===== src/rtl/phy_link_pkg.sv =====
// Shared encodings and symbol defaults for the PHY link-bring-up controller.
package phy_link_pkg;
    localparam int LS_W = 2;

    localparam logic [7:0] COM_SYM_D = 8'hBC;
    localparam logic [7:0] IDL_SYM_D = 8'h7C;

    typedef enum logic [LS_W-1:0] {
        ST_RESET     = 2'b00,
        ST_INIT      = 2'b01,
        ST_IDLE_WAIT = 2'b10,
        ST_ACTIVE    = 2'b11
    } link_state_t;
endpackage


===== src/rtl/phy_link_ctrl_if.sv =====
// Byte-stream and link-status bundle between the serial-to-parallel side and the controller.
// err_cnt exists only when PHY_LINK_ERR_CNT_EN is defined.
interface phy_link_ctrl_if;
    import phy_link_pkg::*;

    logic [7:0]      byte_in;
    logic            byte_valid;
    logic            active;
    logic            idle_out;
    logic [LS_W-1:0] link_state;
`ifdef PHY_LINK_ERR_CNT_EN
    logic [7:0]      err_cnt;

    modport master (output byte_in, byte_valid, input active, idle_out, link_state, err_cnt);
    modport slave  (input byte_in, byte_valid, output active, idle_out, link_state, err_cnt);
`else
    modport master (output byte_in, byte_valid, input active, idle_out, link_state);
    modport slave  (input byte_in, byte_valid, output active, idle_out, link_state);
`endif
endinterface


===== src/rtl/phy_link_cnt.sv =====
// Saturating up-counter with clear and enable; flags when the count equals TERM.
module phy_link_cnt #(
    parameter int           W    = 8,
    parameter logic [W-1:0] TERM = '1
) (
    input  logic clk,
    input  logic rst_n,
    input  logic i_clr,
    input  logic i_en,
    output logic o_hit
);
    logic [W-1:0] r_cnt;

    always_ff @(posedge clk) begin
        if (!rst_n)
            r_cnt <= '0;
        else if (i_clr)
            r_cnt <= '0;
        else if (i_en && (r_cnt != '1))
            r_cnt <= r_cnt + W'(1);
    end

    assign o_hit = (r_cnt == TERM);
endmodule


===== src/rtl/phy_link_ctrl.sv =====
// Link-bring-up FSM: COM alignment -> IDLE detection -> ACTIVE, with loss/timeout fallback.
// Optional error counter enabled by PHY_LINK_ERR_CNT_EN.
module phy_link_ctrl
    import phy_link_pkg::*;
#(
    parameter logic [7:0] COM_SYM  = COM_SYM_D,
    parameter logic [7:0] IDL_SYM  = IDL_SYM_D,
    parameter int         COM_REQ  = 4,
    parameter int         TIMEOUT  = 64,
    parameter int         LOSS_MAX = 8
) (
    input  logic            clk_4f,
    input  logic            reset,
    phy_link_ctrl_if.slave  bus
);
    link_state_t r_state, w_nxt;
    logic        r_active, r_idle;
    logic        w_active, w_idle;
    logic        w_com, w_idl;
    logic        w_com_hit, w_tmo_hit, w_loss_hit, w_com_clr;

    assign w_com = bus.byte_valid && (bus.byte_in == COM_SYM);
    assign w_idl = bus.byte_valid && (bus.byte_in == IDL_SYM);

    // Counters are held clear while outside their owning state, so each starts at 0 on entry.
    assign w_com_clr = (r_state != ST_INIT) || (bus.byte_valid && !w_com) || (w_com && w_com_hit);

    phy_link_cnt #(.W(4), .TERM(4'(COM_REQ - 1))) u_com_cnt (
        .clk   (clk_4f),
        .rst_n (reset),
        .i_clr (w_com_clr),
        .i_en  (w_com),
        .o_hit (w_com_hit)
    );

    phy_link_cnt #(.W(8), .TERM(8'(TIMEOUT - 1))) u_tmo_cnt (
        .clk   (clk_4f),
        .rst_n (reset),
        .i_clr (r_state != ST_IDLE_WAIT),
        .i_en  (1'b1),
        .o_hit (w_tmo_hit)
    );

    phy_link_cnt #(.W(8), .TERM(8'(LOSS_MAX - 1))) u_loss_cnt (
        .clk   (clk_4f),
        .rst_n (reset),
        .i_clr ((r_state != ST_ACTIVE) || bus.byte_valid),
        .i_en  (!bus.byte_valid),
        .o_hit (w_loss_hit)
    );

    always_comb begin
        w_nxt    = r_state;
        w_active = 1'b0;
        w_idle   = 1'b0;
        case (r_state)
            ST_RESET: w_nxt = ST_INIT;
            ST_INIT: begin
                if (w_com && w_com_hit)
                    w_nxt = ST_IDLE_WAIT;
            end
            ST_IDLE_WAIT: begin
                // IDL takes priority over a coincident timeout.
                if (w_idl) begin
                    w_nxt    = ST_ACTIVE;
                    w_active = 1'b1;
                    w_idle   = 1'b1;
                end else if ((bus.byte_valid && !w_com) || w_tmo_hit) begin
                    w_nxt = ST_INIT;
                end
            end
            ST_ACTIVE: begin
                w_active = 1'b1;
                w_idle   = r_idle;
                if (bus.byte_valid) begin
                    w_idle = w_idl;
                end else if (w_loss_hit) begin
                    w_nxt    = ST_INIT;
                    w_active = 1'b0;
                    w_idle   = 1'b0;
                end
            end
            default: w_nxt = ST_RESET;
        endcase
    end

    always_ff @(posedge clk_4f) begin
        if (!reset) begin
            r_state  <= ST_RESET;
            r_active <= 1'b0;
            r_idle   <= 1'b0;
        end else begin
            r_state  <= w_nxt;
            r_active <= w_active;
            r_idle   <= w_idle;
        end
    end

    assign bus.active     = r_active;
    assign bus.idle_out   = r_idle;
    assign bus.link_state = r_state;

`ifdef PHY_LINK_ERR_CNT_EN
    logic       w_err_ev;
    logic [7:0] r_err_cnt;

    assign w_err_ev = (w_nxt == ST_INIT) &&
                      ((r_state == ST_IDLE_WAIT) || (r_state == ST_ACTIVE));

    always_ff @(posedge clk_4f) begin
        if (!reset)
            r_err_cnt <= 8'd0;
        else if (w_err_ev && (r_err_cnt != 8'hFF))
            r_err_cnt <= r_err_cnt + 8'd1;
    end

    assign bus.err_cnt = r_err_cnt;
`endif
endmodule


===== src/flat_wrapper.sv =====
// flat-port wrapper written by rule: the top's interface ports become plain ports
module phy_link_ctrl_flat import phy_link_pkg::*;
#(
    parameter logic [7:0] COM_SYM  = COM_SYM_D,
    parameter logic [7:0] IDL_SYM  = IDL_SYM_D,
    parameter int         COM_REQ  = 4,
    parameter int         TIMEOUT  = 64,
    parameter int         LOSS_MAX = 8
)
  (clk_4f, reset, bus_byte_in, bus_byte_valid, bus_active, bus_idle_out, bus_link_state);
  phy_link_ctrl_if bus_i ();
  input  logic clk_4f;
  input  logic reset;
  input wire logic [$bits(bus_i.byte_in)-1:0] bus_byte_in;
  input wire logic [$bits(bus_i.byte_valid)-1:0] bus_byte_valid;
  output wire logic [$bits(bus_i.active)-1:0] bus_active;
  output wire logic [$bits(bus_i.idle_out)-1:0] bus_idle_out;
  output wire logic [$bits(bus_i.link_state)-1:0] bus_link_state;
  assign bus_i.byte_in = bus_byte_in;
  assign bus_i.byte_valid = bus_byte_valid;
  assign bus_active = bus_i.active;
  assign bus_idle_out = bus_i.idle_out;
  assign bus_link_state = bus_i.link_state;
  phy_link_ctrl #(.COM_SYM(COM_SYM), .IDL_SYM(IDL_SYM), .COM_REQ(COM_REQ), .TIMEOUT(TIMEOUT), .LOSS_MAX(LOSS_MAX)) u_core (.clk_4f(clk_4f), .reset(reset), .bus(bus_i));
endmodule

===== config.mk =====
export PLATFORM = sky130hd
export DESIGN_NAME = phy_link_ctrl_flat
export DESIGN_NICKNAME = d
export VERILOG_FILES = /design/src/rtl/phy_link_pkg.sv /design/src/rtl/phy_link_ctrl_if.sv /design/src/rtl/phy_link_cnt.sv /design/src/rtl/phy_link_ctrl.sv /design/src/flat_wrapper.sv
export SDC_FILE = /design/constraint.sdc
export NUM_CORES = 1
export LEC_CHECK = 0
export ABC_CLOCK_PERIOD_IN_PS = 2550
export CAP_MARGIN = 20
export CELL_PAD_IN_SITES_DETAIL_PLACEMENT = 1
export CELL_PAD_IN_SITES_GLOBAL_PLACEMENT = 1
export CORE_MARGIN = 3
export CORE_UTILIZATION = 43
export CTS_BUF_LIST = sky130_fd_sc_hd__clkbuf_8
export CTS_CLUSTER_DIAMETER = 120
export CTS_CLUSTER_SIZE = 10
export DETAILED_ROUTE_END_ITERATION = 8
export PLACE_DENSITY_LB_ADDON = 0.05
export SETUP_SLACK_MARGIN = 0.05
export SKIP_CTS_REPAIR_TIMING = 1
export SLEW_MARGIN = 20
export SYNTH_ARGS = -nofsm -noshare
export SYNTH_HDL_FRONTEND = slang
export SYNTH_SLANG_ARGS = --single-unit

===== constraint.sdc =====
create_clock -name clk_4f -period 2.55 [get_ports clk_4f]
set_input_delay 0.51 -clock clk_4f [delete_from_list [all_inputs] [get_ports clk_4f]]
set_output_delay 0.51 -clock clk_4f [all_outputs]
set_load 0.005 [all_outputs]

==> results of run 1 <==
## power breakdown
group	internal (uW)	switching (uW)	total [uW]
registers	390	26.3	417
logic	88.2	76.1	164
clock network	210	124	334
total	688	227	915
## cell families (layout without fill, tap and decap cells)
kind of cell / after synthesis / after routing
xor gates and xnor gates: 7 / 7
muxes: 5 / 5
adders and majority gates: 6 / 6
buffers and inverters: 11 / 29
and+or+nand+nor: 50 / 50
DFF: 24 / 24
AOI/OAI and AO/OA: 33 / 33
## state kept, by name, indices dropped and copies added (netlist names)
name,count
u_core.bus.link_state,2
u_core.u_com_cnt.r_cnt,4
u_core.u_loss_cnt.r_cnt,8
u_core.u_tmo_cnt.r_cnt,8
u_core.bus.active,1
u_core.bus.idle_out,1
## synthesized netlist by cell type (2+ instances only)
library cell	instances	area, sq um
dfxtp_1	24	480.5
nor2_1	12	45.04
a21oi_1	8	40.04
inv_1	8	30.03
ha_1	6	75.07
nand2_1	6	22.52
nand3_1	6	30.03
xnor2_1	6	52.55
mux2i_1	5	50.05
o21ai_0	4	20.02
a211oi_1	3	22.52
a31oi_1	3	18.77
clkbuf_1	3	11.26
nand4_1	3	18.77
o21a_1	3	22.52
or4_1	3	22.52
a2111oi_0	2	17.52
a311oi_1	2	17.52
and3_1	2	12.51
and4_1	2	17.52
nor2b_1	2	12.51
nor3_1	2	10.01
or3_1	2	12.51
## cell type report
cell class	count	area, sq um	share of cell area
Multi-Input combinational cell	101	715.7	0.4779
Tap cell	30	37.54	0.02506
Inverter	8	30.03	0.02005
Clock buffer	3	41.29	0.02757
Timing Repair Buffer	17	162.7	0.1086
Clock inverter	1	30.03	0.02005
Sequential cell	24	480.5	0.3208
## final timing paths
| path | from | endpoint | slack (ns) | cells past startpoint |
|---|---|---|---|---|
| setup / recovery | bus_byte_in[2] | u_core.bus.link_state[0] | 0.40 | 5 |
| hold / removal | u_core.u_loss_cnt.r_cnt[6] | u_core.u_loss_cnt.r_cnt[6] | 0.50 | 2 |
| setup reg to reg | u_core.u_com_cnt.r_cnt[0] | u_core.bus.link_state[0] | 0.40 | 5 |
| hold reg to reg | u_core.u_loss_cnt.r_cnt[6] | u_core.u_loss_cnt.r_cnt[6] | 0.50 | 2 |
## per-layer routing
layer  GRT usage  part of all wire  vias up
met3     0.03922             0.036        7
met1      0.2258              0.45      546
li1            -                 -      557
met2      0.3364              0.49       18
met5           0                 0        -
met4     0.07595             0.018        0
## through the flow
stage,hold WS [ns],utilization,setup slack (ns)
final,0.5024,0.5733,0.4035
after global routing,0.5389,0.5733,0.3238
after CTS,0.4999,0.5733,0.3976
after detailed placement,0.4883,0.5460,0.1537
after global placement,0.4742,0.5460,0.2086
after floorplan,0.4541,-,0.5483
## worst min-delay path, cell delays in order (launching register included)
cell	delay, ns
dfxtp_1	0.34
o41ai_1	0.06
a21oi_1	0.06
## placed cells by master (no fill, tap or decap), types with 3 or more instances in the layout
master	instances
a211oi_1	3
a21oi_1	8
a31oi_1	3
buf_4	3
clkbuf_8	3
clkdlybuf4s50_1	14
dfxtp_1	24
ha_1	6
inv_1	8
mux2i_1	5
nand2_1	6
nand3_1	6
nand4_1	3
nor2_1	12
o21a_1	3
o21ai_0	4
or4_1	3
xnor2_1	6
==> results_dict.tcl, run 1 <==
set metrics [dict create \
    status "completed" \
    cap_viol_max_count 0 \
    dr.pass1.iters 4 \
    ant_nets 0 \
    syn-cell-area_sq_um 1237 \
    area_growth_pct 21.03 \
    cts_buffer_depth 2 \
    crit_buf_inv 1 \
    critPathCaptureType "flip-flop" \
    crit_required_ns 2.71 \
    cts_root_buffer "clkbuf_8" \
    clk_latency_ns 0.27 \
    dpl_cell_area_sq_um 1426 \
    n_antenna_cell 0 \
    numCtsBuffers 3 \
    postSynthAreaPerCell_sq_um 9.099 \
    syn-num-nets 153 \
    synth-main-ff-cell "dfxtp_1" \
    rsz0062_at_grt "false" \
    maxSlewViolCount 0 \
    path_clk_slew_ns 0.08 \
    synth_fa_ha_area_frac 0.06067 \
    synth-simple-area-share 0.2376 \
    hp-class "reg -> reg" \
    cts_sinks 24 \
    dp.cells 180 \
    fill_cells 320 \
    tritoncts "done" \
    leakagePower_uw 0.0005152 \
    synth_top_family_by_area "simple AND/OR/NAND/NOR gates" \
    htreeDepth 1 \
    cpPeakStageDelay_ns 0.54 \
    viasPerCell 6.130 \
    yosysSeqAreaShare 0.3883 \
    period_needed_ns 2.146 \
    finalHoldViolCount 0 \
    tightestPinTransition_ns 0.5688 \
    async_reset_ff_frac 0 \
    vias 1128 \
    muxShareOfSynthArea 0.04044 \
    grt_overflow 0 \
    final_layout_size_suffix_gt1_frac 0.07792 \
    nets 172 \
    timing.fmax_ghz 0.4659 \
    finalNonFillerCells 184 \
    antenna_found_initial 0 \
    setup_viol 0 \
    place_hpwl_mm 2.280 \
    coreArea_sq_um 2613 \
    ios 15 \
    fin_setup_tns_ns 0 \
    dieHeight_um 59.65 \
    final_cell_area_sq_um 1498 \
    synthXorXnorAreaFrac 0.04954 \
    slew_headroom 0.6110 \
    grt_pass1_wl_mm 5.195 \
    synth_seq_cells 24 \
    gp_congestion 0.7474 \
    ys_warn_count 0 \
    grt_max_degree 15 \
    grt_use_total 0.1921 \
    row_count 18 \
    crit_chain "clkdlybuf4s50_1 > nand4bb_1 > or4_1 > a221o_1 > a32o_2" \
    startpoint_type "primary input" \
    grt_pass1_vias 1179 \
    critical_path_class "in -> reg" \
    die_w_um 59.65 \
    vdd_drop_max_mv 0.3468 \
    synth_cell_types 42 \
    finClkSkew_ns 0.006548 \
    critPathMaxFanout 3 \
    syn_inst 136 \
    p_per_area_nw_per_um2 611.0 \
    wirelength_mm 2.998 \
    initialDrtViolationCount 45 \
    start_util 0.4737 \
    dieArea_sq_um 3558 \
    synth-edff-count 0 \
    cpLargestDelayFamily "simple AND/OR/NAND/NOR gates" \
    port_buffers 14 \
    finalCritPeriodShare 0.8418 \
    wire_per_inst_um 16.29 \
    synth_compound_area_frac 0.1901 \
    p_total_uw 915.2 \
    worst_ep_arrival_time_ns 2.31 \
    drc 0 \
    cp_slowest_cell "or4_1" \
]
Note: power is estimated with default switching activity, not from simulation.
==> inputs of run 2 (changes only) <==
--- a/config.mk
+++ b/config.mk
@@ -5,7 +5,7 @@
 export SDC_FILE = /design/constraint.sdc
 export NUM_CORES = 1
 export LEC_CHECK = 0
-export ABC_CLOCK_PERIOD_IN_PS = 2550
+export ABC_CLOCK_PERIOD_IN_PS = 2200
 export CAP_MARGIN = 20
 export CELL_PAD_IN_SITES_DETAIL_PLACEMENT = 1
 export CELL_PAD_IN_SITES_GLOBAL_PLACEMENT = 1
==> constraint.sdc (replaced) <==
create_clock -name clk_4f -period 2.2 [get_ports clk_4f]
set_input_delay 0.44 -clock clk_4f [delete_from_list [all_inputs] [get_ports clk_4f]]
set_output_delay 0.44 -clock clk_4f [all_outputs]
set_load 0.005 [all_outputs]
==> results_dict.tcl, run 2 (synthesized netlist as in run 1, its figures left out) <==
set metrics [dict create \
    start_util 0.4737 \
    port_buffers 14 \
    htreeDepth 1 \
    area_growth_pct 22.35 \
    ff_latch_area_sq_um 480.5 \
    antenna_found_initial 0 \
    tightestPinTransition_ns 0.5884 \
    status "completed" \
    gp_congestion 0.7865 \
    grt_max_degree 14 \
    hp-class "reg -> reg" \
    r2r-end "u_core.bus.link_state[0]" \
    cp_slowest_cell "or4_1" \
    fill_cells 320 \
    use_met1 0.2338 \
    critPathMaxFanout 4 \
    wire_per_inst_um 15.73 \
    viasPerCell 6.021 \
    finClkSkew_ns 0.004376 \
    wirelength_mm 2.957 \
    drc 0 \
    grt_overflow 0 \
    cts_sinks 24 \
    hold_path_startpoint "u_core.u_loss_cnt.r_cnt[6]" \
    cts_buffer_depth 2 \
    vdd_drop_max_mv 0.4598 \
    cts_root_buffer "clkbuf_8" \
    r2r_slack_ns 0.11 \
    grt_pass1_wl_mm 5.071 \
    tritoncts "done" \
    dieHeight_um 59.65 \
    final_layout_size_suffix_gt1_frac 0.1076 \
    multiInputGateArea_sq_um 718.2 \
    critPathCaptureType "flip-flop" \
    setup_viol 0 \
    p_per_area_nw_per_um2 656.1 \
    grt_pass1_vias 1159 \
    initialDrtViolationCount 39 \
    timing.fmax_ghz 0.4781 \
    crit_required_ns 2.37 \
    reg2reg_depth 5 \
    clk_latency_ns 0.27 \
    row_count 18 \
    endpoint "u_core.bus.link_state[0]" \
    period_needed_ns 2.092 \
    hold_slack_ns 0.4837 \
    nets 176 \
    ios 15 \
    busiest_layer "met2" \
    leakagePower_uw 0.0005251 \
    die_w_um 59.65 \
    slew_headroom 0.5976 \
    final_common_cell "dfxtp_1" \
    cap_viol_max_count 0 \
    place_hpwl_mm 2.329 \
    critical_path_class "reg -> reg" \
    worst_ep_arrival_time_ns 2.26 \
    coreArea_sq_um 2613 \
    postLayoutCoreUtil 0.5795 \
    cpPeakStageDelay_ns 0.46 \
    gr-usage-met3 0.02832 \
    dr.pass1.iters 4 \
    finalCritPeriodShare 0.9508 \
    vias 1132 \
    r2r_start "u_core.u_com_cnt.r_cnt[0]" \
    top_regs "u_core.u_loss_cnt.r_cnt: 8 flops, u_core.u_tmo_cnt.r_cnt: 8 flops, u_core.u_com_cnt.r_cnt: 4 flops" \
    crit_chain "ha_2 > or3b_1 > or4_1 > a221o_1 > a32o_2" \
    rsz0062_at_grt "false" \
    n_antenna_cell 0 \
    finalHoldViolCount 0 \
    startpoint_type "flip-flop" \
    worstSetupStartpoint "u_core.u_com_cnt.r_cnt[0]" \
    mostFrequentLayoutCells "dfxtp_1 (24), clkdlybuf4s50_1 (14), nor2_1 (12), inv_1 (8), a21oi_1 (8)" \
    dieArea_sq_um 3558 \
    grt_use_total 0.1890 \
    maxSlewViolCount 0 \
    path_clk_slew_ns 0.08 \
    ant_nets 0 \
    met2_usage 0.3071 \
    numCtsBuffers 3 \
]
[run 2: cell count changes in the layout (fill, tap and decap cells not counted)]
cell	previous run	this run
clkbuf_8	3	4
ha_2	0	1
ha_1	6	5
buf_4	3	7
bufinv_16	1	0
[run 2: worst min-delay path by stage]
| stage | end | cells after the start | slack, ns |
|---|---|---|---|
| after floorplan | u_core.u_loss_cnt.r_cnt[6] | 2 | 0.45 |
| after global placement | u_core.u_loss_cnt.r_cnt[6] | 2 | 0.48 |
| final | u_core.u_loss_cnt.r_cnt[6] | 2 | 0.48 |
| after detailed placement | u_core.u_loss_cnt.r_cnt[6] | 2 | 0.48 |
| after global routing | u_core.u_loss_cnt.r_cnt[6] | 2 | 0.53 |
| after CTS | u_core.u_loss_cnt.r_cnt[6] | 2 | 0.49 |
[run 2: metal layers]
layer,part of all wire,vias to the layer above
li1,-,560
met1,0.46,551
met2,0.49,16
met3,0.025,5
met4,0.022,0
met5,0,-
[run 2: power by group]
group          switching [uW]  total (uW)  internal [uW]
clock                     144         304            160
combinational            90.2         209            119
sequential               28.0         480            452
total                     262         993            731
[run 2: final cells by class]
| cell class | instances | share of cell area |
|---|---|---|
| sequential | 24 | 0.3174 |
| inverter | 8 | 0.01983 |
| tap | 30 | 0.02479 |
| timing repair buffer | 21 | 0.1273 |
| clock buffer | 4 | 0.03636 |
| multi-input combinational | 101 | 0.4744 |
[run 2: critical path: cells and delay by family, from the launching register on]
kind	cells	cell delay (ns)
AOI/OAI and AO/OA	2	0.59
adders and majority gates	1	0.21
DFF	1	0.38
and+or+nand+nor	2	0.80
[run 2: through the flow]
stage               instance area [sq um]  power [uW]  instances  setup WS, ns  setup TNS [ns]
global route                         1514        1045        188       0.05072               0
finish                               1514       993.3        188        0.1083               0
floorplan                            1237       588.5        136        0.1983               0
detailed placement                   1456       701.3        184      -0.09142         -0.2103
CTS                                  1511        1006        188       0.08728               0
global placement                     1456       685.1        184      -0.05294        -0.08985
==> edit 1 (settings of run 2) <==
`W` is set to 8 in 3 places; all go to 9.
--- a/src/rtl/phy_link_cnt.sv
+++ b/src/rtl/phy_link_cnt.sv
@@ -2,3 +2,3 @@
 module phy_link_cnt #(
-    parameter int           W    = 8,
+    parameter int           W    = 9,
     parameter logic [W-1:0] TERM = '1
--- a/src/rtl/phy_link_ctrl.sv
+++ b/src/rtl/phy_link_ctrl.sv
@@ -35,3 +35,3 @@
 
-    phy_link_cnt #(.W(8), .TERM(8'(TIMEOUT - 1))) u_tmo_cnt (
+    phy_link_cnt #(.W(9), .TERM(8'(TIMEOUT - 1))) u_tmo_cnt (
         .clk   (clk_4f),
@@ -43,3 +43,3 @@
 
-    phy_link_cnt #(.W(8), .TERM(8'(LOSS_MAX - 1))) u_loss_cnt (
+    phy_link_cnt #(.W(9), .TERM(8'(LOSS_MAX - 1))) u_loss_cnt (
         .clk   (clk_4f),
Behaviour: no difference found for any inputs over 10 cycles, from zero or initial values and one cycle with reset low; that may be too few to reach the edited logic, so the function may still have changed.
==> edit 1 against run 2 <==
Routed wire length down 1.5%. Synthesized cell count up 6.6%. Setup slack better by 0.25 ns. Clock power up 29%. Final area up 3.2%. Synthesized area up 6.4%. Non-clock buffer count down 5. Clock skew down 0.0026 ns. Sequential cell count up 2. Critical path depth up 3. Power up 6.2%. Hold slack worse by 0.0044 ns. Critical endpoint is now u_core.u_tmo_cnt.r_cnt[7]$_SDFFE_PP0P_. Highest routed layer unchanged.
==> edit 1: results (changes against run 2) <==
.. list-table::
   :header-rows: 1

   * - Metric
     - Value
   * - Number of DRC markers in iteration 0
     - 36 (-7.7%)
   * - # fillers
     - 336 (+5.0%)
   * - Clock skew after layout
     - 0.00180 ns (-0.00258 ns)
   * - Yosys cell types
     - 34 (-19%)
   * - First-pass GRT wire length
     - 5.11 mm (+0.69%)
   * - Endpoint of the worst hold path
     - u_core.bus.idle_out$_SDFFE_PN0P_
   * - Relative contribution of sequential cells to total power
     - 0.476 (-0.008)
   * - Worst Hold Path Cells
     - 2 (unchanged)
   * - Highest net fanout along the worst path
     - 4 (unchanged)
   * - CP peak stage delay
     - 0.34 ns (-0.12 ns)
   * - Depth of the most critical reg-to-reg path
     - 8 (+3)
   * - Hold path startpoint
     - u_core.bus.idle_out$_SDFFE_PN0P_
   * - Root buffer selected by CTS
     - sky130_fd_sc_hd__clkbuf_8
   * - Placed instance area
     - 1490 sq um (+2.4%)
   * - Net Switching
     - 0.243 mW (-7.1%)
   * - Sequential element share of the synthesized area
     - 0.395 (+0.00717)
   * - Routed len/inst
     - 15.1 um (-4.0%)
   * - Overall via count from detail_route
     - 1,077 (-4.9%)
   * - Cell types with the highest counts after synthesis
     - sky130_fd_sc_hd__dfxtp_1, sky130_fd_sc_hd__nor2_1, sky130_fd_sc_hd__nand2_1, sky130_fd_sc_hd__xor2_1, sky130_fd_sc_hd__ha_1
   * - DRT Pass-1 Iters
     - 4 (unchanged)
   * - Reported combinational group power
     - 0.160 mW (-23%)
   * - Max-slew headroom
     - 0.706 (+0.108)
   * - Synth top area cells
     - sky130_fd_sc_hd__dfxtp_1, sky130_fd_sc_hd__ha_1, sky130_fd_sc_hd__xor2_1
   * - Reg-to-Reg End
     - u_core.u_tmo_cnt.r_cnt[7]$_SDFFE_PP0P_
   * - Largest registers in the final layout
     - u_core.u_loss_cnt.r_cnt: 9 flops, u_core.u_tmo_cnt.r_cnt: 9 flops, u_core.u_com_cnt.r_cnt: 4 flops
   * - CP Launch Point
     - u_core.u_tmo_cnt.r_cnt[0]$_SDFFE_PP0P_
   * - Maximum vdd drop
     - 293 uV (-36%)
   * - Antenna violations before repair
     - 0 (unchanged)
   * - Status
     - finished clean
   * - FF-to-FF setup slack
     - 0.35 ns (+0.25 ns)
   * - Global-route usage over all layers
     - 0.183 (-0.00607)
   * - Post-synthesis net count
     - 164 (+7.2%)
   * - Leakage
     - 0.579 nW (+10%)
   * - Largest net degree at the start of global routing
     - 16 (+2)
   * - DPL Wire Length
     - 2.34 mm (+0.60%)
   * - Final weighted congestion in routability-driven placement
     - 0.772 (-1.9%)
   * - Start-to-end type of the worst setup path
     - reg -> reg
   * - Cell at the slowest stage of the critical path
     - sky130_fd_sc_hd__dfxtp_1
   * - Worst endpoint data arrival time
     - 2.00 ns (-0.26 ns)
   * - Nets
     - 182 (+3.4%)
   * - Proportion of layout cells with a drive suffix above 1
     - 0.0802 (-0.0273)
   * - Max H-tree Level
     - 1 (unchanged)
## edit 1: cell types whose count changed after synthesis, sizes merged, moves of 3 or more
cell and change:
xor2 +8, nand4 +4, o21a -3, nor2 +8
nand2 +7, and4 -3, or4 -4, a211oi -3
a31oi -3
## edit 1: through the flow
stage	util	setup WS [ns]	hold slack [ns]	instances	power, mW
floorplan	-	0.399	0.464	145	0.606
global placement	0.527	0.220	0.462	189	0.666
detailed placement	0.527	0.143	0.474	189	0.673
CTS	0.552	0.332	0.487	193	1.07
global route	0.552	0.182	0.498	193	1.11
finish	0.552	0.355	0.479	193	1.05
## edit 1: worst register-to-register path, stage by stage (launching register included)
cell and delay (ns):
sky130_fd_sc_hd__dfxtp_1 0.34, sky130_fd_sc_hd__ha_1 0.22, sky130_fd_sc_hd__nand3_1 0.13, sky130_fd_sc_hd__nor3_1 0.07
sky130_fd_sc_hd__ha_1 0.24, sky130_fd_sc_hd__nand4b_1 0.27, sky130_fd_sc_hd__nor3_1 0.26, sky130_fd_sc_hd__xnor2_1 0.15
sky130_fd_sc_hd__nor2_1 0.05
## edit 1: final cells by class
cell class | count | area share
clock buffers | 3 | 0.0264
clock inverters | 1 | 0.0192
inverters | 6 | 0.0144
multi-input cells | 110 | 0.483
flip-flops and latches | 26 | 0.333
well taps | 31 | 0.0248
repair buffers | 16 | 0.0993
## edit 1: logic make-up after synthesis
family,after synthesis,synth area share
xor+xnor,14,0.0932
compound gates,17,0.0818
flops,26,0.395
fa+ha+maj,8,0.0760
simple gates,65,0.277
mux,6,0.0456
buf+inv,9,0.0314
## edit 1: per-layer routing
metal,vias to the layer above,GRT usage,part of all wire
met1,517,0.209,0.41
met2,8,0.347,0.56
met4,0,0.0557,0.012
li1,546,-,-
met5,-,0,0
met3,6,0.0252,0.014
==> edit 2 (flow settings as in run 2) <==
Without the edit above. `LOSS_MAX` is set to 8 in 2 places; all go to 6.
--- a/src/rtl/phy_link_ctrl.sv
+++ b/src/rtl/phy_link_ctrl.sv
@@ -9,3 +9,3 @@
     parameter int         TIMEOUT  = 64,
-    parameter int         LOSS_MAX = 8
+    parameter int         LOSS_MAX = 6
 ) (
--- a/src/flat_wrapper.sv
+++ b/src/flat_wrapper.sv
@@ -7,3 +7,3 @@
     parameter int         TIMEOUT  = 64,
-    parameter int         LOSS_MAX = 8
+    parameter int         LOSS_MAX = 6
 )
Check against the original RTL: same outputs for any inputs over 10 cycles, from zero or initial values and one cycle with reset low; that may be too few to reach the edited logic, so the function may still have changed.
==> edit 2 against run 2 <==
Routed wire length increased by 4.5%. Setup slack improved by 0.31 ns. Final area increased by 2.3%. Critical path type is now in -> reg. Sequential share of layout area decreased by 0.72 points. Power decreased by 1.2%. Synthesized area increased by 5.2%. Core utilization decreased by 3.2 points. Critical endpoint unchanged. Sequential cell count unchanged.
==> edit 2: results (changes against run 2) <==
.. list-table::
   :header-rows: 1

   * - Metric
     - Value
   * - Cell at the slowest stage of the critical path
     - sky130_fd_sc_hd__clkdlybuf4s50_1
   * - # fillers
     - 334 (+4.4%)
   * - Sequential element share of the synthesized area
     - 0.369 (-0.0190)
   * - Global-route usage over all layers
     - 0.187 (-0.00161)
   * - Synth top area cells
     - sky130_fd_sc_hd__dfxtp_1, sky130_fd_sc_hd__ha_1, sky130_fd_sc_hd__xnor2_1
   * - Nets
     - 179 (+1.7%)
   * - CP peak stage delay
     - 0.48 ns (+0.02 ns)
   * - Leakage
     - 0.517 nW (-1.5%)
   * - Number of placed cells counting well taps
     - 187 (+1.6%)
   * - Status
     - finished clean
   * - Reported combinational group power
     - 0.197 mW (-6%)
   * - Hold path startpoint
     - u_core.u_com_cnt.r_cnt[3]$_SDFFE_PP0P_
   * - Met1 track demand over resource in global routing
     - 0.233 (-0.000484)
   * - Max H-tree Level
     - 1 (unchanged)
   * - Worst endpoint data arrival time
     - 1.94 ns (-0.32 ns)
   * - Largest registers in the final layout
     - u_core.u_loss_cnt.r_cnt: 8 flops, u_core.u_tmo_cnt.r_cnt: 8 flops, u_core.u_com_cnt.r_cnt: 4 flops
   * - Placed instance area
     - 1490 sq um (+2.6%)
   * - Switching fraction of total power
     - 0.268 (+0.00478)
   * - GR met2 Demand/Resource
     - 0.327 (+0.0196)
   * - CP Launch Point
     - bus_byte_in[3]
   * - First-pass GRT wire length
     - 5.27 mm (+3.9%)
   * - Post-synthesis net count
     - 159 (+3.9%)
   * - Met3 global-route usage
     - 0.0461 (+0.0178)
   * - Final weighted congestion in routability-driven placement
     - 0.778 (-1.1%)
   * - Number of DRC markers in iteration 0
     - 37 (-5.1%)
   * - Start-to-end type of the worst setup path
     - in -> reg
   * - Maximum vdd drop
     - 434 uV (-5.5%)
   * - Cell types with the highest counts after synthesis
     - sky130_fd_sc_hd__dfxtp_1, sky130_fd_sc_hd__nor2_1, sky130_fd_sc_hd__inv_1, sky130_fd_sc_hd__a21oi_1
   * - Proportion of layout cells with a drive suffix above 1
     - 0.0938 (-0.0138)
   * - Post-synthesis instance total
     - 141 (+3.7%)
   * - Worst slack at placement
     - 0.158 ns (+0.249 ns)
   * - FF-to-FF setup slack
     - 0.46 ns (+0.35 ns)
   * - DPL Wire Length
     - 2.31 mm (-0.81%)
   * - Root buffer selected by CTS
     - sky130_fd_sc_hd__clkbuf_8
   * - Antenna diode instance count
     - 0 (unchanged)
   * - Largest delay share family, worst path
     - compound AO/OA/AOI/OAI gates
   * - Endpoint of the worst hold path
     - u_core.u_com_cnt.r_cnt[3]$_SDFFE_PP0P_
   * - Fin Hold WS
     - 0.515 ns (+0.0312 ns)
   * - Via count of the first global-routing pass
     - 1,180 (+1.8%)
   * - Per-cell via count in the routed design
     - 5.98 (-0.61%)
   * - Overall via count from detail_route
     - 1,143 (+0.97%)
   * - Clock skew after layout
     - 0.00553 ns (+0.00115 ns)
   * - Max-slew headroom
     - 0.659 (+0.0611)
   * - Routed len/inst
     - 16.2 um (+2.8%)
[edit 2: cell type report]
| cell class | count | area, sq um | share of cell area |
|---|---|---|---|
| multi-input combinational | 106 | 778 | 0.502 |
| sequential | 24 | 480 | 0.310 |
| timing repair buffer | 17 | 163 | 0.105 |
| clock buffer | 4 | 55.1 | 0.0355 |
| tap | 31 | 38.8 | 0.0250 |
| inverter | 9 | 33.8 | 0.0218 |
[edit 2: how the worst max path moves through the flow]
stage,end,slack (ns),depth (start not counted)
2_1_floorplan,u_core.bus.link_state[0]$_SDFFE_PN0P_,0.65,5
3_3_place_gp,u_core.bus.link_state[0]$_SDFFE_PN0P_,0.21,5
3_5_place_dp,u_core.u_loss_cnt.r_cnt[6]$_SDFFE_PP0P_,0.16,5
4_1_cts,u_core.bus.link_state[0]$_SDFFE_PN0P_,0.42,5
5_1_grt,u_core.u_loss_cnt.r_cnt[6]$_SDFFE_PP0P_,0.25,5
6_report,u_core.bus.link_state[0]$_SDFFE_PN0P_,0.42,5
[edit 2: logic make-up after synthesis]
kind of cell | count (synthesis) | share of synthesized area
adders and majority gates | 7 | 0.0673
xor gates and xnor gates | 8 | 0.0538
DFF | 24 | 0.369
AOI/OAI and AO/OA | 33 | 0.186
and+or+nand+nor | 54 | 0.261
buffers and inverters | 11 | 0.0327
muxes | 4 | 0.0308
[edit 2: per-stage QoR]
step	power, mW	util
3_5_place_dp	0.681	0.528
4_1_cts	0.993	0.548
3_3_place_gp	0.671	0.528
2_1_floorplan	0.595	-
5_1_grt	1.04	0.548
6_report	0.982	0.548
[edit 2: per-layer routing]
metal,vias up,wire [um]
met2,15,1580
met4,0,22
met5,-,0
met1,556,1400
met3,2,89
li1,570,-
